`config.mk`:
```
export PLATFORM = sky130hd
export DESIGN_NAME = yj_basic_sync_filter
export DESIGN_NICKNAME = d
export VERILOG_FILES = /design/src/rtl/yj_basic_pkg.sv /design/src/rtl/yj_basic_sync_chain.sv /design/src/rtl/yj_basic_sync_filter.sv
export SDC_FILE = /design/constraint.sdc
export NUM_CORES = 1
export LEC_CHECK = 0
export BUFFER_PORTS_ARGS = -buffer_cell sky130_fd_sc_hd__buf_4
export CORE_MARGIN = 2
export CORE_UTILIZATION = 50
export DETAILED_ROUTE_END_ITERATION = 7
export PLACE_DENSITY_LB_ADDON = 0.12
export SLEW_MARGIN = 20
export SYNTH_ARGS = -nofsm -noshare
export SYNTH_HDL_FRONTEND = slang
export SYNTH_SLANG_ARGS = --single-unit
```
`constraint.sdc`:
```
create_clock -name CLK -period 1.4 [get_ports CLK]
set_clock_uncertainty 0.1 [all_clocks]
set_input_delay 0.07 -clock CLK [delete_from_list [all_inputs] [get_ports CLK]]
set_output_delay 0.07 -clock CLK [all_outputs]
set_load 0.02 [all_outputs]
```
`src/rtl/yj_basic_pkg.sv`:
```
// ---------------------------------------------------------------------------
// yj_basic_pkg
// Shared constants and helpers for the yj_basic input-conditioning blocks.
//   YJ_SYNC_STAGES_DEF : default synchroniser depth
//   YJ_FLT_CYC_DEF     : default glitch-filter length in cycles
//   yj_clog2()         : ceiling log2, usable in parameter expressions
// ---------------------------------------------------------------------------
package yj_basic_pkg;

  localparam int YJ_SYNC_STAGES_DEF = 2;
  localparam int YJ_FLT_CYC_DEF     = 4;

  // Number of bits needed to hold values 0 .. value-1 (returns 0 for value <= 1).
  function automatic int yj_clog2(input int value);
    int result;
    result = 0;
    for (int v = value - 1; v > 0; v = v >> 1) begin
      result++;
    end
    return result;
  endfunction

endpackage : yj_basic_pkg

```
`src/rtl/yj_basic_sync_chain.sv`:
```
// ---------------------------------------------------------------------------
// yj_basic_sync_chain
// Multi-bit synchroniser: SYNC_STAGES flops per bit, all clocked on CLK.
// Every stage resets to RST_VAL so that a quiet input held at its reset level
// looks unchanged across reset release.
// Ports:
//   CLK    : clock, rising edge
//   RSTn   : asynchronous active-low reset
//   i_din  : asynchronous inputs (DW bits)
//   o_sync : output of the last synchroniser stage (DW bits)
// ---------------------------------------------------------------------------
module yj_basic_sync_chain
  import yj_basic_pkg::*;
#(
  parameter int              DW          = 8,
  parameter int              SYNC_STAGES = YJ_SYNC_STAGES_DEF,
  parameter logic [DW-1:0]   RST_VAL     = {DW{1'b0}}
) (
  input  logic          CLK,
  input  logic          RSTn,
  input  logic [DW-1:0] i_din,
  output logic [DW-1:0] o_sync
);

  generate
    if (SYNC_STAGES < 2) begin : g_bad_depth
      $error("yj_basic_sync_chain: SYNC_STAGES must be at least 2");
    end
  endgenerate

  genvar gi;
  generate
    for (gi = 0; gi < SYNC_STAGES; gi++) begin : g_stage
      logic [DW-1:0] r_q;
      if (gi == 0) begin : g_first
        always_ff @(posedge CLK or negedge RSTn) begin
          if (!RSTn) begin
            r_q <= RST_VAL;
          end else begin
            r_q <= i_din;
          end
        end
      end else begin : g_next
        always_ff @(posedge CLK or negedge RSTn) begin
          if (!RSTn) begin
            r_q <= RST_VAL;
          end else begin
            r_q <= g_stage[gi-1].r_q;
          end
        end
      end
    end
  endgenerate

  assign o_sync = g_stage[SYNC_STAGES-1].r_q;

endmodule : yj_basic_sync_chain

```
`src/rtl/yj_basic_sync_filter.sv`:
```
// ---------------------------------------------------------------------------
// yj_basic_sync_filter
// Multi-channel conditioner for asynchronous level inputs: synchroniser chain,
// optional per-channel glitch filter, registered level plus rise/fall pulses.
//
// Build option: define YJ_BASIC_SYNC_FILTER_EN to include the glitch filter.
// Without it the synchronised level is registered straight to dout (same
// timing as the filtered build with FLT_CYC = 1) and FLT_CYC is not used.
//
// Ports:
//   CLK  : clock, rising edge
//   RSTn : asynchronous active-low reset
//   din  : asynchronous inputs (DW)
//   dout : synchronised, filtered level (DW, registered)
//   rise : one-cycle pulse in the cycle dout[i] becomes 1 (DW, registered)
//   fall : one-cycle pulse in the cycle dout[i] becomes 0 (DW, registered)
//   chg  : OR of rise | fall (registered)
// ---------------------------------------------------------------------------
module yj_basic_sync_filter
  import yj_basic_pkg::*;
#(
  parameter int              DW          = 8,
  parameter int              SYNC_STAGES = YJ_SYNC_STAGES_DEF,
  parameter int              FLT_CYC     = YJ_FLT_CYC_DEF,
  parameter logic [DW-1:0]   RST_VAL     = {DW{1'b0}}
) (
  input  logic          CLK,
  input  logic          RSTn,
  input  logic [DW-1:0] din,
  output logic [DW-1:0] dout,
  output logic [DW-1:0] rise,
  output logic [DW-1:0] fall,
  output logic          chg
);

  generate
    if (FLT_CYC < 1) begin : g_bad_flt
      $error("yj_basic_sync_filter: FLT_CYC must be at least 1");
    end
  endgenerate

  logic [DW-1:0] w_sync;    // last synchroniser stage
  logic [DW-1:0] w_accept;  // channels whose dout toggles at this edge

  logic [DW-1:0] r_dout;
  logic [DW-1:0] r_rise;
  logic [DW-1:0] r_fall;
  logic          r_chg;

  yj_basic_sync_chain #(
    .DW          (DW),
    .SYNC_STAGES (SYNC_STAGES),
    .RST_VAL     (RST_VAL)
  ) u_sync (
    .CLK    (CLK),
    .RSTn   (RSTn),
    .i_din  (din),
    .o_sync (w_sync)
  );

`ifdef YJ_BASIC_SYNC_FILTER_EN
  // Counter is at least one bit wide so FLT_CYC = 1 still elaborates; it then
  // stays at 0 and every differing sample is accepted immediately.
  localparam int              CNT_W    = (yj_clog2(FLT_CYC) < 1) ? 1 : yj_clog2(FLT_CYC);
  localparam logic [CNT_W-1:0] CNT_LAST = CNT_W'(FLT_CYC - 1);

  genvar gi;
  generate
    for (gi = 0; gi < DW; gi++) begin : g_flt
      logic [CNT_W-1:0] r_cnt;
      logic             w_diff;

      assign w_diff       = w_sync[gi] ^ r_dout[gi];
      // Accept on the FLT_CYC-th consecutive differing sample.
      assign w_accept[gi] = w_diff && (r_cnt == CNT_LAST);

      always_ff @(posedge CLK or negedge RSTn) begin
        if (!RSTn) begin
          r_cnt <= '0;
        end else if (!w_diff || (r_cnt == CNT_LAST)) begin
          r_cnt <= '0;
        end else begin
          r_cnt <= r_cnt + 1'b1;
        end
      end
    end
  endgenerate
`else
  assign w_accept = w_sync ^ r_dout;
`endif

  // The accepted new value equals w_sync, so its polarity picks rise vs fall.
  always_ff @(posedge CLK or negedge RSTn) begin
    if (!RSTn) begin
      r_dout <= RST_VAL;
      r_rise <= '0;
      r_fall <= '0;
      r_chg  <= 1'b0;
    end else begin
      r_dout <= r_dout ^ w_accept;
      r_rise <= w_accept & w_sync;
      r_fall <= w_accept & ~w_sync;
      r_chg  <= |w_accept;
    end
  end

  assign dout = r_dout;
  assign rise = r_rise;
  assign fall = r_fall;
  assign chg  = r_chg;

endmodule : yj_basic_sync_filter

```
==> results of run 1 <==
==> flip-flops by register name, indices dropped and copies added, names as in the netlist <==
name                cells
chg                     1
dout                    8
fall                    8
rise                    8
u_sync.g_stage.r_q      8
u_sync.o_sync           8
==> repair_timing <==
action	4_1_cts	5_1_grt
setup endpoints to repair	0	1
buffers inserted	0	2
hold endpoints to repair	49	0
hold buffers	9	0
==> power by group through the flow <==
stage	Combinational [uW]	Sequential [uW]	Clock, uW
after detailed placement	1500	1630	0
after CTS	1530	1600	676
after global routing	1700	1630	718
after floorplan	419	1990	0
final	1550	1590	656
after global placement	1460	1610	0
==> worst paths after layout <==
path                       slack, ps                            endpoint  depth (start not counted)                          startpoint
max                              100                       chg$_DFF_PN0_                          4                   dout[1]$_DFF_PN0_
min                              120                   dout[5]$_DFF_PN0_                          2                                RSTn
max reg2reg                      100                       chg$_DFF_PN0_                          4                   dout[1]$_DFF_PN0_
min reg2reg                      260          u_sync.o_sync[5]$_DFF_PN0_                          0  u_sync.g_stage[0].r_q[5]$_DFF_PN0_
max in group asynchronous        750                   rise[4]$_DFF_PN0_                          2                                RSTn
min in group CLK                 260  u_sync.g_stage[0].r_q[7]$_DFF_PN0_                          2                              din[7]
==> cell type report <==
type / instances / area, sq um / area share (%)
Sequential cell: 41 / 1030 / 54.3
Timing Repair Buffer: 51 / 405 / 21.5
Inverter: 16 / 60.1 / 3.18
Clock buffer: 7 / 65.1 / 3.44
Tap cell: 31 / 38.8 / 2.05
Clock inverter: 1 / 5.00 / 0.265
Multi-Input combinational cell: 27 / 289 / 15.3
==> stage by stage <==
| step | util, % | area (sq um) | worst slack, ps |
|---|---|---|---|
| 2_1_floorplan | - | 1380 | 32.2 |
| 3_3_place_gp | 63.8 | 1710 | 112 |
| 3_5_place_dp | 63.8 | 1710 | 87.8 |
| 4_1_cts | 69.8 | 1870 | 75.4 |
| 5_1_grt | 70.3 | 1890 | 4.32 |
| 6_report | 70.3 | 1890 | 95.9 |
==> metal layers <==
| metal | global-route usage (%) | vias up | share of wire (%) |
|---|---|---|---|
| met1 | 17.0 | 374 | 40 |
| met3 | 4.84 | 7 | 5.5 |
| li1 | - | 368 | - |
| met4 | 12.2 | 0 | 3.5 |
| met5 | 0 | - | 0 |
| met2 | 24.8 | 24 | 51 |
==> cell families (layout without fill, tap and decap cells) <==
family	after synthesis	in the layout	synth area share (%)
AND/OR/NAND/NOR	3	3	1.37
adder cells (fa/ha/maj)	16	16	14.6
flip-flops	41	41	74.6
buffers and inverters	16	75	4.37
XOR/XNOR	8	8	5.10
==> synthesized netlist by cell type <==
master and count:
ha_1 16, xnor2_1 8, or2_1 1, nand4_1 2, dfrtp_1 41, inv_1 16
==> impl_metrics.py, run 1 <==
metrics = {
    "cts": {
        "clk_latency_ps": 340,
        "clkSinkCount": 41,
        "numCtsBuffers": 5,
        "cts_tree": "yes",
        "cts_root_buf": "clkbuf_4",
        "cts_resized": 0,
        "htree_levels": 2,
        "clk_path_buf_depth": 2,
        "clk_pin_slew_worst_paths_ps": 120,
    },
    "global_routing": {
        "grt_max_degree": 42,
        "grt_pass1_vias": 761,
        "grtUsageTotal_pct": 15.5,
        "gr-total-overflow": 0,
        "grt_pass1_wl_um": 3480,
        "antenna_found_initial": 0,
    },
    "yosys": {
        "seq_area_frac_synth_pct": 74.6,
        "synth_nets": 110,
        "yosys_register_bits": 41,
        "syn-mean-instance-area_sq_um": 16.4,
        "ys_top_cells_by_area": "dfrtp_1 (75%), ha_1 (15%), xnor2_1 (5.1%)",
        "ys_types": 6,
        "synthCells": 84,
        "synth_area_sq_um": 1380,
        "synth_area_leader_cell": "dfrtp_1",
        "yosysWarnings": 0,
        "synth_top_area_share_pct": 74.6,
    },
    "pwr": {
        "power.leakage_uw": 0.00101,
        "p_sw_uw": 1270,
        "power_uw": 3790,
        "seqPwrFrac_pct": 42.0,
        "combPwrFrac_pct": 40.8,
        "p_per_area_nw_per_um2": 2010,
        "intPower_uw": 2520,
        "power_frac_clock_pct": 17.3,
        "sw_frac_of_total_pct": 33.6,
        "ir_drop_v": 0.00158,
    },
    "run_status": {
        "status": "complete, no violations",
    },
    "setup_path": {
        "path_max_fanout": 4,
        "worstSetupStartpointType": "flip-flop",
        "max_stage_delay_ps": 440,
        "crit_slowest_cell": "dfrtp_1",
        "crit_buf_inv": 1,
        "arrival_ps": 1450,
        "critPathTopFamily": "flip-flops",
        "path_class": "flip-flop to flip-flop",
        "crit_required_ps": 1550,
        "crit_chain": "inv_1 -> ha_1 -> nand4_1 -> or2_1",
        "endpoint_kind": "flip-flop",
    },
    "drt": {
        "vias": 773,
        "wirelength_um": 2030,
        "dr.pass1.iters": 2,
        "wire_per_inst_um": 11.7,
        "drtIter0Drc": 2,
        "viasPerCell": 4.44,
        "drc_errors": 0,
        "antenna_left": 0,
    },
    "sta": {
        "slew_headroom_pct": 68.0,
        "grt_setup_unrepaired": "no",
        "min_period_ps": 1300,
        "fmax_mhz": 767,
        "setup-tns-final_ps": 0,
        "setup_violations": 0,
        "hold_viol_final": 0,
        "whs_ps": 116,
        "tightestPinTransition_ps": 480,
        "finalMaxSlewViolations": 0,
        "period_share_pct": 93.1,
    },
    "floorplanning": {
        "rows": 19,
        "die_h_um": 56.4,
        "die_w_um": 56.4,
        "ioPinCount": 35,
        "start_util_pct": 51.2,
        "coreArea_sq_um": 2690,
        "dieArea_sq_um": 3190,
    },
    "placement": {
        "dp.cells": 155,
        "place_hpwl_um": 1430,
        "io_buffers": 34,
        "gp_congestion": 0.695,
    },
    "run": {
        "maxCapViolCount": 0,
    },
    "final_layout": {
        "fin_cells": 174,
        "drive_gt1_share_pct": 35.0,
        "final_cell_mix": "buf_4 (42), dfrtp_1 (41), inv_1 (16), ha_1 (16), dlygate4sd3_1 (9)",
        "final_common_cell": "buf_4",
        "area_growth_pct": 37.4,
        "fin_nets": 168,
        "nFillCells": 189,
        "n_antenna_cell": 0,
    },
    "min_path": {
        "hold_path_class": "primary input to asynchronous set/reset pin",
    },
}
(Power assumes the default switching activity.)
==> inputs of run 2 (changes only) <==
--- a/config.mk
+++ b/config.mk
@@ -7,7 +7,7 @@
 export LEC_CHECK = 0
 export BUFFER_PORTS_ARGS = -buffer_cell sky130_fd_sc_hd__buf_4
 export CORE_MARGIN = 2
-export CORE_UTILIZATION = 50
+export CORE_UTILIZATION = 54
 export DETAILED_ROUTE_END_ITERATION = 7
 export PLACE_DENSITY_LB_ADDON = 0.12
 export SLEW_MARGIN = 20
==> constraint.sdc (replaced) <==
create_clock -name CLK -period 1.5 [get_ports CLK]
set_clock_uncertainty 0.1 [all_clocks]
set_input_delay 0.075 -clock CLK [delete_from_list [all_inputs] [get_ports CLK]]
set_output_delay 0.075 -clock CLK [all_outputs]
set_load 0.02 [all_outputs]
==> run 2 against run 1 <==
  * Hold slack improved by 4.6 ps
  * Maximum frequency decreased by 4.8%
  * Worst setup slack improved by 35 ps
  * Final cell count decreased by 5.2%
  * First-iteration DRC count increased by 100%
  * Highest routed layer unchanged
==> impl_metrics.py, run 2 (same netlist as run 1, synthesis figures left out) <==
metrics = {
    "global_routing": {
        "grt_pass1_vias": 756,
        "grt_max_degree": 42,
        "antenna_found_initial": 0,
        "gr-total-overflow": 0,
        "grt_pass1_wl_um": 3260,
        "grtUsageTotal_pct": 17.2,
    },
    "cts": {
        "clk_pin_slew_worst_paths_ps": 120,
        "cts_tree": "yes",
        "clk_latency_ps": 340,
        "clkSinkCount": 41,
        "clk_path_buf_depth": 2,
        "numCtsBuffers": 5,
        "post_cts_buffers": 0,
        "htree_levels": 2,
        "cts_root_buf": "clkbuf_4",
        "cts_resized": 0,
    },
    "setup_path": {
        "critPathTopFamily": "flip-flops",
        "max_stage_delay_ps": 450,
        "crit_buf_inv": 1,
        "rr_startpoint": "dout[6]$_DFF_PN0_",
        "path_class": "flip-flop to flip-flop",
        "rr_endpoint": "chg$_DFF_PN0_",
        "path_max_fanout": 4,
        "arrival_ps": 1510,
        "reg2reg_depth": 4,
        "worstSetupStartpointType": "flip-flop",
        "crit_required_ps": 1640,
        "crit_chain": "inv_1 -> ha_1 -> nand4_1 -> or2_1",
        "worstSetupPathDepth": 4,
        "rrSetupSlack_ps": 130,
        "endpoint": "chg$_DFF_PN0_",
        "crit_slowest_cell": "dfrtp_1",
        "endpoint_kind": "flip-flop",
        "worstSetupStartpoint": "dout[6]$_DFF_PN0_",
    },
    "floorplanning": {
        "die_w_um": 54.5,
        "die_h_um": 54.5,
        "ioPinCount": 35,
        "dieArea_sq_um": 2970,
        "rows": 18,
        "coreArea_sq_um": 2450,
        "start_util_pct": 56.0,
    },
    "min_path": {
        "hold_path_class": "primary input to asynchronous set/reset pin",
    },
    "final_layout": {
        "area_growth_pct": 35.3,
        "drive_gt1_share_pct": 31.1,
        "n_antenna_cell": 0,
        "final_cell_mix": "dfrtp_1 (41), buf_4 (34), inv_1 (16), ha_1 (16), dlygate4sd3_1 (9)",
        "fin_nets": 160,
        "fin_cells": 165,
        "final_common_cell": "dfrtp_1",
    },
    "sta": {
        "finalMaxSlewViolations": 0,
        "tightestPinTransition_ps": 479,
        "setup_ws_ps": 131,
        "hold_viol_final": 0,
        "min_period_ps": 1370,
        "setup_violations": 0,
        "setup-tns-final_ps": 0,
        "whs_ps": 120,
        "slew_headroom_pct": 68.1,
        "grt_setup_unrepaired": "no",
        "fmax_mhz": 730,
        "period_share_pct": 91.3,
    },
    "run_status": {
        "status": "complete, no violations",
    },
    "placement": {
        "dp.cells": 148,
        "io_buffers": 34,
        "place_hpwl_um": 1370,
        "pre_cts_slack_ps": 171,
        "gp_congestion": 0.632,
    },
    "pwr": {
        "ir_drop_v": 0.00135,
        "power.leakage_uw": 0.000984,
        "p_per_area_nw_per_um2": 1950,
        "power_uw": 3630,
    },
    "drt": {
        "drtIter0Drc": 4,
        "viasPerCell": 4.56,
        "drc_errors": 0,
        "wire_per_inst_um": 12.4,
        "wirelength_um": 2040,
        "antenna_left": 0,
        "vias": 753,
        "dr.pass1.iters": 2,
    },
    "run": {
        "maxCapViolCount": 0,
    },
}
-- run 2: cell types whose count changed in the layout (fill, tap and decap cells not counted) --
cell | previous run | this run
bufinv_16 | 0 | 2
buf_4 | 42 | 34
clkbuf_8 | 2 | 0
-- run 2: worst min path at each step --
stage	from	to	slack (ps)	depth (start not counted)
CTS	RSTn	u_sync.g_stage[0].r_q[2]$_DFF_PN0_	130	2
floorplan	RSTn	chg$_DFF_PN0_	-320	0
global placement	RSTn	rise[2]$_DFF_PN0_	-30	1
global route	RSTn	u_sync.g_stage[0].r_q[0]$_DFF_PN0_	170	2
detailed placement	RSTn	rise[2]$_DFF_PN0_	-30	1
finish	RSTn	rise[2]$_DFF_PN0_	120	2
-- run 2: cell type report --
| cell class | count | area (sq um) |
|---|---|---|
| clock buffer | 5 | 37.5 |
| clock inverter | 3 | 65.1 |
| fill | 156 | 594 |
| inverter | 16 | 60.1 |
| multi-input combinational | 27 | 289 |
| sequential | 41 | 1030 |
| tap | 30 | 37.5 |
| timing repair buffer | 43 | 345 |
-- run 2: worst register-to-register path, stage by stage, from the launching register on --
cell and delay, ps:
dfrtp_1 450, inv_1 70, ha_1 320, nand4_1 120, or2_1 220
-- run 2: layer usage --
| layer | share of wire, % | wire (um) | up-vias | track usage [%] |
|---|---|---|---|---|
| li1 | - | - | 354 | - |
| met1 | 37 | 745 | 369 | 17.4 |
| met2 | 54 | 1100 | 24 | 29.3 |
| met3 | 6.9 | 140 | 6 | 7.65 |
| met4 | 2.4 | 49 | 0 | 10.0 |
| met5 | 0 | 0 | - | 0 |
-- run 2: repair_timing --
item / in CTS / in global routing
setup endpoints to repair: 0 / 0
hold buffers: 9 / 0
hold endpoints to repair: 49 / 0
-- run 2: metrics by stage --
step                area (sq um)  utilization (%)
floorplan                   1380                -
global placement            1670             67.9
detailed placement          1670             67.9
CTS                         1860             75.8
global route                1860             75.8
finish                      1860             75.8
-- run 2: report_power, final --
| part | switching (uW) | leakage [uW] | internal [uW] |
|---|---|---|---|
| registers | 196 | 0.000495 | 1370 |
| clock network | 346 | 0.0000552 | 516 |
| logic | 632 | 0.000434 | 572 |
